`src/rtl/rf_bypass_sb.sv`:
```
// Integer register file with x0 hardwired to zero, optional write-to-read bypass,
// and a pending-write scoreboard that lets decode stall on long-latency operands.
module rf_bypass_sb #(
    parameter int XLEN      = 32,
    parameter int NREG      = 32,
    parameter int AW        = $clog2(NREG),
    parameter int BYPASS    = 1,
    parameter int RST_CLEAR = 1
) (
    input  logic            clk,
    input  logic            reset,
    input  logic            we3,
    input  logic [AW-1:0]   a3,
    input  logic [XLEN-1:0] wd3,
    input  logic [AW-1:0]   a1,
    input  logic [AW-1:0]   a2,
    output logic [XLEN-1:0] rd1,
    output logic [XLEN-1:0] rd2,
    input  logic            sb_set,
    input  logic [AW-1:0]   sb_addr,
    output logic            busy1,
    output logic            busy2,
    output logic            stall
);

    logic [XLEN-1:0] rf_reg  [NREG];
    logic [XLEN-1:0] rf_next [NREG];
    logic [NREG-1:0] pend_reg;
    logic [NREG-1:0] pend_next;
    logic            wr_act;
    logic [AW-1:0]   raddr [2];
    logic [XLEN-1:0] rdata [2];
    logic [1:0]      busy_w;

    assign wr_act = we3 && (a3 != '0);

    // Per-register next state; a set on the register being retired wins,
    // because a new producer has been issued behind the one writing back.
    for (genvar gi = 0; gi < NREG; gi++) begin : g_entry
        if (gi == 0) begin : g_zero
            assign rf_next[gi]   = '0;
            assign pend_next[gi] = 1'b0;
        end else begin : g_reg
            logic hit_wr;
            logic hit_set;
            assign hit_wr        = wr_act && (a3 == AW'(gi));
            assign hit_set       = sb_set && (sb_addr == AW'(gi));
            assign rf_next[gi]   = hit_wr ? wd3 : rf_reg[gi];
            assign pend_next[gi] = hit_set || (pend_reg[gi] && !hit_wr);
        end
    end

    if (RST_CLEAR != 0) begin : g_rf_clr
        always_ff @(posedge clk or posedge reset) begin
            if (reset) begin
                for (int i = 0; i < NREG; i++) rf_reg[i] <= '0;
            end else begin
                for (int i = 0; i < NREG; i++) rf_reg[i] <= rf_next[i];
            end
        end
    end else begin : g_rf_keep
        // Contents survive reset; only the write itself is suppressed.
        always_ff @(posedge clk) begin
            if (!reset) begin
                for (int i = 0; i < NREG; i++) rf_reg[i] <= rf_next[i];
            end
        end
    end

    always_ff @(posedge clk or posedge reset) begin
        if (reset) pend_reg <= '0;
        else       pend_reg <= pend_next;
    end

    assign raddr[0] = a1;
    assign raddr[1] = a2;

    // Forwarded write data both supplies the operand and satisfies its busy bit.
    for (genvar gi = 0; gi < 2; gi++) begin : g_rd
        logic byp;
        assign byp = (BYPASS != 0) && !reset && wr_act && (a3 == raddr[gi]);
        assign rdata[gi] = ((raddr[gi] == '0) || (reset && (RST_CLEAR != 0))) ? '0 :
                           byp ? wd3 : rf_reg[raddr[gi]];
        assign busy_w[gi] = !reset && pend_reg[raddr[gi]] && (raddr[gi] != '0) && !byp;
    end

    assign rd1   = rdata[0];
    assign rd2   = rdata[1];
    assign busy1 = busy_w[0];
    assign busy2 = busy_w[1];
    assign stall = |busy_w;

endmodule

```
`config.mk`:
```
export PLATFORM = sky130hd
export DESIGN_NAME = rf_bypass_sb
export DESIGN_NICKNAME = d
export VERILOG_FILES = /design/src/rtl/rf_bypass_sb.sv
export SDC_FILE = /design/constraint.sdc
export NUM_CORES = 2
export LEC_CHECK = 0
export ABC_AREA = 0
export BUFFER_PORTS_ARGS = -buffer_cell sky130_fd_sc_hd__buf_2
export CAP_MARGIN = 40
export CORE_UTILIZATION = 56
export CTS_BUF_LIST = sky130_fd_sc_hd__clkbuf_4
export CTS_CLUSTER_DIAMETER = 60
export DETAILED_ROUTE_END_ITERATION = 12
export PLACE_DENSITY = 0.77
export SLEW_MARGIN = 10
export SYNTH_ARGS = -nofsm -noshare
export SYNTH_HDL_FRONTEND = slang
export SYNTH_SLANG_ARGS = --single-unit
```
`constraint.sdc`:
```
create_clock -name clk -period 62.6 [get_ports clk]
set_input_delay 15.65 -clock clk [delete_from_list [all_inputs] [get_ports clk]]
set_output_delay 15.65 -clock clk [all_outputs]
set_load 0.01 [all_outputs]
```
Word-level counts from Yosys, hierarchy flattened
Index checks and enable logic that the tools add are counted.

storage, ports and cells
  register bits = 1023
  word-level logic and storage cells = 292
  input bits = 56

operators by class
  magnitude comparators = 4
  equality and inequality tests = 64
  reduce and logical (&&, ||, !) cells = 176
  bitwise gates (word level) = 2
  multiplexer cells = 14

operators by type and width
  kind                count
  $bmux 32 s5         2
  $mux 32             8
  $eq 5x5->1 const B  32
  $logic_and 1x1->1   103
  $eq 5x4->1 const B  16
  $eq 5x3->1 const B  8
  $logic_not 1->1     34
  $logic_or 1x1->1    33
  $eq 5x2->1 const B  4
  $reduce_bool 5->1   3
  $ge 6x6->1 const B  2
  $lt 5x6->1 const B  2
  $not 5->6           2
  $bmux 1 s5          2
  $eq 5x1->1 const B  2
  $eq 5x5->1          2
  $logic_not 5->1     2
  $mux 1              2
  $reduce_or 2->1     1

Logic depth before layout (Yosys ltp)
  depth after elaboration = 7
  mapped depth = 10
  depth with buffers taken out = 5

Worst setup path after synthesis
Ideal clock, no wire load.

  path type = input port to output port
  start point = input port reset
  end point = output port rd2[0]
  setup slack = 5.319 ns
  stages = 6
  arrival = 41.631 ns
  cell sequence = inv_1 -> o211ai_2 -> nor3_4 -> nor2_4 -> buf_4 -> a32o_1

on the way
  cells in the longest elaborated chain, start to end = 5
  elaborated cells between the ends (all ways) = 6

ends and longest elaborated chain
  element                         line  source
  start: declaration              11    input logic reset,
  $logic_not 1->1                 81    assign byp = (BYPASS != 0) && !reset && wr_act && (a3 == raddr[gi]);
  $logic_and 1x1->1 (2 in a row)  81
  $mux 32                         83    byp ? wd3 : rf_reg[raddr[gi]];
  $mux 32 (*)                     82    assign rdata[gi] = ((raddr[gi] == '0) || (reset && (RST_CLEAR != 0))) ? '0 :
  end: declaration                18    output logic [XLEN-1:0] rd2,

Every way passes the cells marked *; elsewhere a longest branch is shown, timed or not.

Final worst setup path
  start point = input port a2[0]
  end point = output port rd2[28]

on the way
  cells in the longest elaborated chain, start to end = 6
  elaborated cells between the ends (all ways) = 10

ends and longest elaborated chain
  element                                     line  source
  start: declaration                          16    input logic [AW-1:0] a2,
  $not 5->6 (not written as such)             83
  $bmux 32 s5                                 83
  $mux 32 (not written as such) (2 in a row)  83
  $mux 32                                     83
  $mux 32 (*)                                 82

Every way passes the cells marked *; elsewhere a longest branch is shown, timed or not. The select of a mux whose other input is x is not followed.

==> out/metrics.yaml <==
drcViolationCount: 0
viasPerCell: 7.23
synth_area_um2: 55400
grt_overflow: 0
arrival_ps: 19730
cts_tree: "yes"
cts_buffers: 288
dieHeight_um: 317
p_per_area_nw_per_um2: 31.0
io_pins: 123
timing.critical_path.to: "rd2[28]"
initial_utilization_pct: 56.4
grt_pass1_vias: 39500
place.gp.congestion: 0.827
ant_nets: 0
dieArea_um2: 100000
cts_htree_levels: 5
clockBufferDepth: 4
setup_viol: 0
fin_crit_ps: 35380
crit_required_ps: 46950
finalNetCount: 4046
synth_edf_count: 0
finalCritPeriodShare_pct: 56.5
hold_slack_ps: 522
met1Wirelength_um: 66200
leakage_nw: 26.7
cap_violations: 0
die_w_um: 317
worst_pin_slew_ps: 1030
ys_async_sr_fraction_pct: 100
first_pass_iters: 8
slew_viol_final: 0
status: "finished, final reports clean"
crit_start: "a2[0]"
synth.avg_cell_area_um2: 14.2
drtIter0Drc: 4973
utilization_pct: 61.6
setup_ws_ps: 27220
cts_setup_buffers: 0
rr_endpoint: "rf_reg[941]"
ys_seq_area_share_pct: 46.2
wl_per_cell_um: 32.2
hold_class: "reg -> reg"
fin_area_um2: 60600
cp_max_fo: 65
synthesis.nets: 3949
grt_usage_pct: 35.6
max_freq_ghz: 0.0283
highest_layer: "met5"
drive_gt1_share_pct: 50.5
place_area_um2: 57200
cts_resized: 0
largest_register_ffs: 992
vias: 39400
clkLatencyLatePin_ps: 1120
yosys_warnings: 0
core_area_um2: 98300
rr_startpoint: "rf_reg[941]"
hold_violations: 0
synth-seq-cells: 1023
clk_pin_slew_ps: 60
end_kind: "primary output"
place_ws_ps: 27230
clockRootBuffer: "clkbuf_4"
met2_length_um: 78600
crit_type: "in -> out"
startpoint_type: "input port"
numPortBuffers: 122
antenna_found_initial: 7
dp_hpwl_um: 96000
irDropWorstVdd_mv: 0.0190
synthToLayoutAreaGrowth_pct: 9.30
n_fill_cell: 7382
synth_cells: 3893
skew_ps: 0
ctsHoldBuffers: 0
worst-r2r-setup-slack_ps: 61780
wl_met3_um: 21800
slew_headroom_pct: 31.6
grt_max_degree: 137
synth.distinct_cells: 50
grt_pass1_wl_um: 260000
wl_um: 175000
clock-sinks: 1023
rows: 115
synth_flop_cell: "dfrtp_1"
rsz0062_at_grt: "false"
rr_worst_depth: 1
setup-tns-final_ps: 0
## power breakdown
part	internal [mW]	switching [mW]	total, mW
logic	0.229	0.163	0.393
registers	0.792	0.0994	0.891
clock network	0.311	0.282	0.593
total	1.33	0.544	1.88
## metrics by stage
step           total power, mW  instances
3_5_place_dp              1.28       4986
2_1_floorplan             1.18       3893
3_3_place_gp              1.26       4962
4_1_cts                   1.87       5445
5_1_grt                   1.96       5450
6_report                  1.88       5451
## metal layers
metal  up-vias  GRT usage [%]
li1      15500              -
met1     20600           47.9
met2      2686           52.3
met3       599           11.7
met4         4           17.2
met5         -              0
## worst min-delay path by stage
stage / start / endpoint / cells after the start
after floorplan: pend_reg[14] / pend_reg[14] / 2
after global placement: rf_reg[555] / rf_reg[555] / 1
after detailed placement: rf_reg[549] / rf_reg[549] / 1
after CTS: rf_reg[549] / rf_reg[549] / 1
after global routing: rf_reg[568] / rf_reg[568] / 1
final: rf_reg[300] / rf_reg[300] / 1
## layout make-up
class / count / area, um2 / share of cell area [%]
Antenna cell: 5 / 12.5 / 0.0207
Clock buffer: 397 / 2980 / 4.92
Clock inverter: 62 / 374 / 0.618
Inverter: 11 / 48.8 / 0.0806
Multi-Input combinational cell: 2435 / 28000 / 46.3
Sequential cell: 1023 / 25600 / 42.3
Tap cell: 1287 / 1610 / 2.66
Timing Repair Buffer: 231 / 1930 / 3.18
## cells in the mapped netlist (3+ instances only)
| cell type | count | share of area, % |
|---|---|---|
| clkbuf_1 | 211 | 1.4 |
| nand3_1 | 11 | 0.099 |
| nor3_2 | 4 | 0.072 |
| nor2_1 | 52 | 0.35 |
| dfrtp_1 | 1023 | 46 |
| nand2b_1 | 39 | 0.44 |
| buf_2 | 132 | 1.2 |
| inv_1 | 10 | 0.068 |
| a22oi_1 | 11 | 0.15 |
| o31ai_1 | 36 | 0.49 |
| nor3_1 | 19 | 0.17 |
| a21oi_1 | 98 | 0.89 |
| a221oi_1 | 128 | 2.0 |
| xnor2_1 | 10 | 0.16 |
| mux2_2 | 1028 | 21 |
| o21ai_0 | 57 | 0.51 |
| nor2b_1 | 12 | 0.14 |
| mux4_2 | 369 | 15 |
| nor4_1 | 5 | 0.056 |
| o32ai_1 | 3 | 0.047 |
| buf_6 | 16 | 0.33 |
| nand2_1 | 46 | 0.31 |
| nand3b_1 | 4 | 0.054 |
| nand4b_1 | 3 | 0.047 |
| a2111oi_0 | 19 | 0.30 |
| o22ai_1 | 97 | 1.1 |
| buf_1 | 28 | 0.19 |
| mux2i_1 | 286 | 5.2 |
| a32o_1 | 35 | 0.63 |
| a22o_1 | 39 | 0.62 |
| buf_4 | 37 | 0.50 |
## layout by cell type (no fill, tap or decap), types with 6 or more instances in the layout
cell,count
a2111oi_0,19
a21oi_1,98
a221oi_1,128
a22o_1,39
a22oi_1,11
a32o_1,35
buf_12,12
buf_16,15
buf_2,115
buf_4,83
clkbuf_4,397
clkinv_1,44
clkinv_2,8
dfrtp_1,1023
inv_1,9
inv_2,6
mux2_2,1028
mux2i_1,286
mux4_2,369
nand2_1,31
nand2_2,15
nand2b_1,38
nand3_1,7
nor2_1,39
nor2_4,14
nor2b_1,8
nor3_1,18
o21ai_0,57
o22ai_1,97
o31ai_1,36
xnor2_1,10
## logic make-up (layout without fill, tap and decap cells)
logic type                count (synthesis)  after routing  synth area share (%)
and+or+nand+nor                         212            212                  1.99
DFF                                    1023           1023                  46.2
xor gates and xnor gates                 10             10                 0.158
other                                     0              5                     0
buffers and inverters                   435            701                  3.71
muxes                                  1683           1683                  41.1
AOI/OAI and AO/OA                       530            530                  6.89
## critical path, cell delays in order
cell and delay (ps):
buf_8 570, buf_4 770, buf_4 670, xnor2_1 210
nand2_1 130, nor3_4 240, buf_4 670, nor3_1 240
nor3_1 270, buf_2 170
(Power assumes the default switching activity.)
